### src/rtl/ncl_mult_seq.sv
// Clocked shift-add multiplier with NCL dual-rail four-phase handshaking on both sides.
// Operands are captured when complete; the product is presented as one DATA word, then returned to NULL.
module ncl_mult_seq #(
  parameter int WIDTH       = 3,
  parameter int SIGNED_MODE = 0,
  parameter int SYNC_STAGES = 2
) (
  input  logic               clk,
  input  logic               rst,
  input  logic [WIDTH-1:0]   a_rail1,
  input  logic [WIDTH-1:0]   a_rail0,
  input  logic [WIDTH-1:0]   b_rail1,
  input  logic [WIDTH-1:0]   b_rail0,
  input  logic               ki,
  output logic [2*WIDTH-1:0] p_rail1,
  output logic [2*WIDTH-1:0] p_rail0,
  output logic               ko,
  output logic               busy,
  output logic               err
);

  localparam int PW = 2 * WIDTH;
  localparam int VW = 4 * WIDTH + 1;
  localparam int CW = $clog2(WIDTH + 1);

  localparam logic [2:0] S_WAIT_DATA   = 3'd0;
  localparam logic [2:0] S_COMPUTE     = 3'd1;
  localparam logic [2:0] S_WAIT_KI1    = 3'd2;
  localparam logic [2:0] S_WAIT_KI0    = 3'd3;
  localparam logic [2:0] S_WAIT_INNULL = 3'd4;

  logic [VW-1:0] w_raw;
  logic [VW-1:0] w_sync;

  assign w_raw = {ki, b_rail0, b_rail1, a_rail0, a_rail1};

  // Each rail is synchronised independently; monotonic NCL transitions make this safe.
  generate
    if (SYNC_STAGES == 0) begin : g_nosync
      assign w_sync = w_raw;
    end else begin : g_sync
      logic [VW-1:0] r_sync [SYNC_STAGES];
      always_ff @(posedge clk or posedge rst) begin
        if (rst) begin
          for (int i = 0; i < SYNC_STAGES; i++) r_sync[i] <= '0;
        end else begin
          r_sync[0] <= w_raw;
          for (int i = 1; i < SYNC_STAGES; i++) r_sync[i] <= r_sync[i-1];
        end
      end
      assign w_sync = r_sync[SYNC_STAGES-1];
    end
  endgenerate

  logic [WIDTH-1:0] w_a1, w_a0, w_b1, w_b0;
  logic             w_ki;
  logic [PW-1:0]    w_r1, w_r0;
  logic             w_complete, w_vnull, w_illegal;

  assign w_a1 = w_sync[WIDTH-1:0];
  assign w_a0 = w_sync[2*WIDTH-1:WIDTH];
  assign w_b1 = w_sync[3*WIDTH-1:2*WIDTH];
  assign w_b0 = w_sync[4*WIDTH-1:3*WIDTH];
  assign w_ki = w_sync[4*WIDTH];

  assign w_r1       = {w_a1, w_b1};
  assign w_r0       = {w_a0, w_b0};
  assign w_complete = &(w_r1 ^ w_r0);
  assign w_vnull    = ~|(w_r1 | w_r0);
  assign w_illegal  = |(w_r1 & w_r0);

  logic [2:0]       r_state;
  logic [WIDTH-1:0] r_a, r_b;
  logic [PW-1:0]    r_acc;
  logic [CW-1:0]    r_count;
  logic             r_null_seen;
  logic [PW-1:0]    r_p1, r_p0;
  logic             r_ko, r_busy, r_err;

  logic [PW-1:0] w_aext, w_term, w_acc_next;
  logic          w_bbit, w_last;

  // In signed mode the MSB partial product carries negative weight, so it is subtracted.
  assign w_aext     = (SIGNED_MODE != 0) ? {{WIDTH{r_a[WIDTH-1]}}, r_a} : {{WIDTH{1'b0}}, r_a};
  assign w_bbit     = |(r_b & (WIDTH'(1) << r_count));
  assign w_term     = (w_aext << r_count) & {PW{w_bbit}};
  assign w_last     = (r_count == CW'(WIDTH - 1));
  assign w_acc_next = ((SIGNED_MODE != 0) && w_last) ? (r_acc - w_term) : (r_acc + w_term);

  always_ff @(posedge clk or posedge rst) begin
    if (rst) begin
      r_state     <= S_WAIT_DATA;
      r_a         <= '0;
      r_b         <= '0;
      r_acc       <= '0;
      r_count     <= '0;
      r_null_seen <= 1'b0;
      r_p1        <= '0;
      r_p0        <= '0;
      r_ko        <= 1'b1;
      r_busy      <= 1'b0;
      r_err       <= 1'b0;
    end else begin
      if (w_illegal) r_err <= 1'b1;
      if (r_state != S_WAIT_DATA && w_vnull) r_null_seen <= 1'b1;
      case (r_state)
        S_WAIT_DATA: begin
          if (w_complete && !w_illegal) begin
            r_a         <= w_a1;
            r_b         <= w_b1;
            r_acc       <= '0;
            r_count     <= '0;
            r_null_seen <= 1'b0;
            r_ko        <= 1'b0;
            r_busy      <= 1'b1;
            r_state     <= S_COMPUTE;
          end
        end
        S_COMPUTE: begin
          r_acc   <= w_acc_next;
          r_count <= r_count + CW'(1);
          if (w_last) r_state <= S_WAIT_KI1;
        end
        S_WAIT_KI1: begin
          if (w_ki) begin
            r_p1    <= r_acc;
            r_p0    <= ~r_acc;
            r_state <= S_WAIT_KI0;
          end
        end
        S_WAIT_KI0: begin
          if (!w_ki) begin
            r_p1    <= '0;
            r_p0    <= '0;
            r_state <= S_WAIT_INNULL;
          end
        end
        S_WAIT_INNULL: begin
          if (r_null_seen || w_vnull) begin
            r_ko    <= 1'b1;
            r_busy  <= 1'b0;
            r_state <= S_WAIT_DATA;
          end
        end
        default: r_state <= S_WAIT_DATA;
      endcase
    end
  end

  assign p_rail1 = r_p1;
  assign p_rail0 = r_p0;
  assign ko      = r_ko;
  assign busy    = r_busy;
  assign err     = r_err;

endmodule

### config.mk
export PLATFORM = sky130hd
export DESIGN_NAME = ncl_mult_seq
export DESIGN_NICKNAME = d
export VERILOG_FILES = /design/src/rtl/ncl_mult_seq.sv
export SDC_FILE = /design/constraint.sdc
export NUM_CORES = 1
export LEC_CHECK = 0
export BUFFER_PORTS_ARGS = -buffer_cell sky130_fd_sc_hd__buf_2
export CAP_MARGIN = 15
export CORE_MARGIN = 2
export CORE_UTILIZATION = 30
export CTS_CLUSTER_DIAMETER = 200
export CTS_CLUSTER_SIZE = 20
export DETAILED_ROUTE_END_ITERATION = 6
export GPL_TIMING_DRIVEN = 0
export PLACE_DENSITY = 0.48
export SYNTH_ARGS = -nofsm -noshare
export SYNTH_HDL_FRONTEND = slang
export SYNTH_SLANG_ARGS = --single-unit
### constraint.sdc
create_clock -name clk -period 3.7 [get_ports clk]
set_input_delay 0.74 -clock clk [delete_from_list [all_inputs] [get_ports clk]]
set_output_delay 0.74 -clock clk [all_outputs]
set_load 0.1 [all_outputs]
# Word level (Yosys, flattened, before mapping)
# Cells that the tools add are included.
# op_classes
addsub	2
n_reduce_logical	19
n_bitwise	6
n_shift	2
muxes	24
n_eq_ne	10
# op_table
op	count
one-hot mux 6 bit (2 select lines)	3
2-to-1 mux 6 bit	4
2-to-1 mux 3 bit	5
one-hot mux 3 bit (5 select lines)	1
bitwise AND 6 bit	2
OR reduction 6 bit	2
inequality test 2 bit (second input constant)	5
2-to-1 mux 1 bit	7
adder 6 bit	1
equality test 3 x 2 -> 1 bit (second input constant)	2
inverter 6 bit	1
bitwise OR 6 bit	1
AND reduction 3 bit	2
AND reduction 6 bit	1
nonzero test 2 bit	3
left shift 3 x 2 -> 6 bit	1
bitwise XOR 6 bit	1
AND reduction 5 bit	1
one-hot mux 1 bit (2 select lines)	2
one-hot mux 2 bit (2 select lines)	1
AND reduction 2 bit	2
bitwise AND 3 bit	1
equality test 3 x 1 -> 1 bit (second input constant)	1
equality test 3 bit (second input constant)	1
10 further kinds	12
# totals
output_inout_bits	15
in_bits	15
regBits	59
word_cells	76

# Logic depth before layout (Yosys ltp)
# depth
ltp_word	7
depth_mapped	13
depth_no_buf	12

# Worst setup path before layout
# No wires, ideal clock.
# synth_path
path_kind	register to register
from	register r_count[0]
to	register r_acc[5]
t_arrival_ns	2.800
stages_incl_launch_ff	13
setup_ns	0.080
slack_ns	0.820
period_less_slack_ns	2.880
t_required_ns	3.620
n_path_buf	1
cell_sequence	dfrtp_1 -> clkbuf_1 -> inv_1 -> ha_1 -> a222oi_1 -> or3_2 -> inv_1 -> ha_1 -> a211oi_1 -> o21ai_0 -> a21o_1 -> and2_4 -> o211ai_2
# synth_via
elab_chain_cells	6
# synth_rtl
element	line_no	source
start, declared	75	logic [CW-1:0] r_count;
start signal, assigned	121	r_count <= r_count + CW'(1);
left shift 1 x 2 -> 3 bit	85	assign w_bbit = |(r_b & (WIDTH'(1) << r_count));
bitwise AND 3 bit	85	
OR reduction 3 bit	85	
bitwise AND 6 bit *	86	assign w_term = (w_aext << r_count) & {PW{w_bbit}};
adder 6 bit *	88	assign w_acc_next = ((SIGNED_MODE != 0) && w_last) ? (r_acc - w_term) : (r_acc + w_term);
one-hot mux 6 bit (2 select lines) *	106	case (r_state)
end signal, assigned	120	r_acc <= w_acc_next;
end, declared	74	logic [PW-1:0] r_acc;
# Every way passes the cells marked *; elsewhere a longest branch is shown, timed or not.
# A chain may end at the register's enable or synchronous reset.

# Worst setup path after layout
# Ends and elaborated chain as after synthesis.

==> run summary <==
• completed — status
• 3960 ps — required time reported for the critical path endpoint
• 30 — boundary pin count
• 0 — Antenna Nets Post-Route
• 0 — setup bufs post-CTS
• 380 ps — worst setup slack for register-to-register paths
• r_count[0] — startpoint of the most critical register-to-register path
• 0 — post-cts hold buffer count
• 3322 ps — final critical-path required period
• 0.009175 mm2 — Die Outline Area
• 678.7 mW/mm2 — PwrDens
• 0.284 — proportion of power drawn by the clock network
• 66 — 1st-iter DRT viols
• 33 — number of rows in the core area
• 0 — number of enable flip-flop cells after synthesis
• 0 — remaining global-route overflow
• 95.79 um — die outline width
• 38 — distinct cell type count of the synthesized netlist
• 3273 um — DP HPWL
• 12 — Reg2Reg Depth
• reg2reg — path type of the worst setup path
• 0.390 — share of total power in sequential cells
• 9 — clock buffer count from CTS
• 0.0002555 V — maximum vdd ir drop
• 0 — final setup violating endpoints
• reg2reg — kind of path behind the tightest hold check
• 0 — initial antenna violation count
• 0.002527 mm2 — combined area of all synthesized cells
• 0 — number of cells on the worst hold path
• 4.548 — post-DR vias/cell
• 7 — maximum net fanout on the critical path
• 0.1126 — overall global routing resource usage
• 340 ps — clock latency on the worst-skew pair
• 59 — FF+latch count, synth
• 0.8978 — period utilisation layout
• 0.2103 — fraction of layout instances using a drive strength above 1
• no — unrepaired setup endpoints after global routing
• 0 — count of synthesis-stage warnings from yosys
• 225 — count of mapped cells out of synthesis
• sky130_fd_sc_hd__dfrtp_1 — dominant register cell in the synthesized netlist
• 301.0 MHz — maximum clock frequency
• sky130_fd_sc_hd__clkbuf_8 — Root Buffer Master
• 343.1 ps — worst hold slack after final layout
• 0 — final count of pins violating max slew
• 0.326 — proportion of power drawn by combinational gates
• 0.7326 — final RePlAce weighted congestion
• 0.008175 mm2 — core area
• 59 — clk sink count
• 11.23 um2 — average footprint of a synthesized cell
• 11.99 um — routed wirelength normalized by instance count
• w_sync[11] — endpoint of the worst hold-timing path
• 1671 — via count of the first global-routing pass
• 0.4103 — switching part of the total
• 360 — number of placed instances with taps included
• 261 — Post-Synthesis Net Count
• 5 — Pre-antenna DRT Iters
• 0.002824 mm2 — post-placement cell area
• flop — capturing element type of the critical path
• 0 — max-cap check violation count
• 0 — Hold Violations, Final
• 0.002053 W — total power after layout
• 1710 — number of vias in the routed layout
• 302 — Nets
• 1.527 nW — leakage power of the design
• done — TritonCTS clock tree
• 3580 ps — Critical Path AT
• 0 — Remaining DRCs
• 6.334 ps — worst clock skew on the final layout
• 0.003025 mm2 — area of all placed cells without fillers
• 70 ps — post-CTS clock slew at the launch and capture registers of the worst setup and hold paths
• 845 — # fillers
• 376 — non-filler cells in the finished layout
• r_acc[5] — R2R Path End
• 743.0 ps — pin slew with the least headroom to its limit
• 4510 um — total wire length
• flop — CP startpoint kind
• 2 — Max Buffers Root-to-Sink
• 0.001211 W — P_int
• 0.3092 — effective utilization at floorplan
• 95.79 um — die outline height
• 0 — antenna cells
• 0.5847 — Seq/Total Area, Yosys
• 0.0008425 W — reported net switching power
• 39 — maximum number of pins on one net before global-route repair
• 0 — Resized Gates After CTS
• 3 — Clock H-tree levels
• 0 ps — TNS Setup
• 1.000 — async set-or-reset flop fraction in the synthesized netlist
• g_sync.r_sync[24] — Worst Hold Launch
• 29 — buffers added on ports
• 0.5046 — Max-Slew Margin vs Limit
• 7714 um — first-pass GRT wire length
• 19.70% — synthesis-to-layout area growth
==> logic make-up after synthesis <==
family / count (synthesis) / synth area share
compound gates: 45 / 0.1104
xor+xnor: 3 / 0.01040
fa+ha+maj: 21 / 0.1069
buf+inv: 30 / 0.04653
flops: 59 / 0.5847
mux: 4 / 0.01584
simple gates: 63 / 0.1253
==> area by class of cell <==
class / instances / area [um2] / share of cell area
clock buffer: 9 / 123.9 / 0.04094
buffer: 8 / 35.03 / 0.01158
inverter: 22 / 82.58 / 0.02730
tap: 105 / 131.4 / 0.04342
clock inverter: 7 / 77.57 / 0.02564
sequential: 59 / 1478 / 0.4884
multi-input combinational: 136 / 932.1 / 0.3081
timing repair buffer: 30 / 165.2 / 0.05459
==> cell usage after synthesis (2+ instances only) <==
library cell                n  area, um2
sky130_fd_sc_hd__ha_1      20      250.2
sky130_fd_sc_hd__a22o_1     4      35.03
sky130_fd_sc_hd__a211oi_1   4      30.03
sky130_fd_sc_hd__o21ai_0   22      110.1
sky130_fd_sc_hd__nor2_1     6      22.52
sky130_fd_sc_hd__nor3_1     5      25.02
sky130_fd_sc_hd__nand4_1    2      12.51
sky130_fd_sc_hd__o21ai_1    2      10.01
sky130_fd_sc_hd__nand2_1   22      82.58
sky130_fd_sc_hd__mux2i_1    4      40.04
sky130_fd_sc_hd__clkbuf_1   4      15.01
sky130_fd_sc_hd__nand3b_1   2      15.01
sky130_fd_sc_hd__and4_1     2      17.52
sky130_fd_sc_hd__inv_1     21      78.83
sky130_fd_sc_hd__and2_0     2      12.51
sky130_fd_sc_hd__or3_1      2      12.51
sky130_fd_sc_hd__dfrtp_1   58       1451
sky130_fd_sc_hd__nand3_1   12      60.06
sky130_fd_sc_hd__a21o_1     3      22.52
sky130_fd_sc_hd__a21oi_1    5      25.02
sky130_fd_sc_hd__buf_2      4      20.02
sky130_fd_sc_hd__xor2_1     3      26.28
==> registers in the layout, summed over array words and instances, names as in the netlist, 2 cells and up <==
register       flops
w_sync            13
r_count            2
r_a                3
g_sync.r_sync     13
r_state            3
r_acc              6
p_rail0            6
p_rail1            6
r_b                3
==> power groups by stage <==
stage | logic [W] | clock network [W] | registers, W
after detailed placement | 0.000673 | 0 | 0.000816
after CTS | 0.000677 | 0.000603 | 0.000804
after global routing | 0.000738 | 0.000640 | 0.000815
final | 0.000670 | 0.000583 | 0.000800
after floorplan | 0.000271 | 0 | 0.00108
after global placement | 0.000667 | 0 | 0.000813
==> through the flow <==
stage | util | worst slack [ps]
6_report | 0.3701 | 378.2
3_3_place_gp | 0.3430 | 385.5
3_5_place_dp | 0.3454 | 397.8
4_1_cts | 0.3701 | 376.5
5_1_grt | 0.3701 | 103.1
2_1_floorplan | - | 820.0
==> metal layers <==
| metal | routed length [um] | up-vias | GRT usage |
|---|---|---|---|
| li1 | - | 854 | - |
| met1 | 2053 | 796 | 0.1322 |
| met2 | 2071 | 48 | 0.1789 |
| met3 | 237 | 12 | 0.03994 |
| met4 | 148 | 0 | 0.06310 |
| met5 | 0 | - | 0 |
==> worst max-delay path by stage <==
stage | startpoint | end | slack [ps]
after floorplan | r_count[0] | r_acc[5] | 820
after global placement | r_count[0] | r_acc[5] | 390
after detailed placement | r_count[0] | r_acc[5] | 400
after CTS | r_count[0] | r_acc[5] | 380
after global routing | r_count[0] | r_acc[5] | 100
final | r_count[0] | r_acc[5] | 380
==> critical path, stage by stage (launching register included) <==
cell and delay (ps):
sky130_fd_sc_hd__dfrtp_1 350, sky130_fd_sc_hd__clkbuf_1 290, sky130_fd_sc_hd__inv_1 150, sky130_fd_sc_hd__ha_1 270, sky130_fd_sc_hd__a222oi_1 650, sky130_fd_sc_hd__or3_2 270, sky130_fd_sc_hd__inv_1 50, sky130_fd_sc_hd__ha_1 280
sky130_fd_sc_hd__a211oi_1 270, sky130_fd_sc_hd__o21ai_0 180, sky130_fd_sc_hd__a21o_1 190, sky130_fd_sc_hd__and2_4 160, sky130_fd_sc_hd__o211ai_2 140
==> cells in the final DEF (no fill, tap or decap), drive strengths merged, types with 2 or more instances in the layout <==
| master | netlist | layout |
|---|---|---|
| a21oi | 5 | 5 |
| a21o | 3 | 3 |
| or3 | 3 | 3 |
| clkinv | 0 | 4 |
| xor2 | 3 | 3 |
| nand2 | 22 | 22 |
| o21ai | 24 | 24 |
| inv | 22 | 23 |
| nor2 | 6 | 6 |
| nor3 | 5 | 5 |
| nand3b | 2 | 2 |
| ha | 20 | 20 |
| nand3 | 12 | 12 |
| mux2i | 4 | 4 |
| a211oi | 4 | 4 |
| dfrtp | 58 | 58 |
| clkbuf | 4 | 13 |
| buf | 4 | 34 |
| and4 | 2 | 2 |
| nand4 | 2 | 2 |
| and2 | 3 | 3 |
| a22o | 4 | 4 |
| or2 | 2 | 2 |
Power figures use the tool's default switching activity.
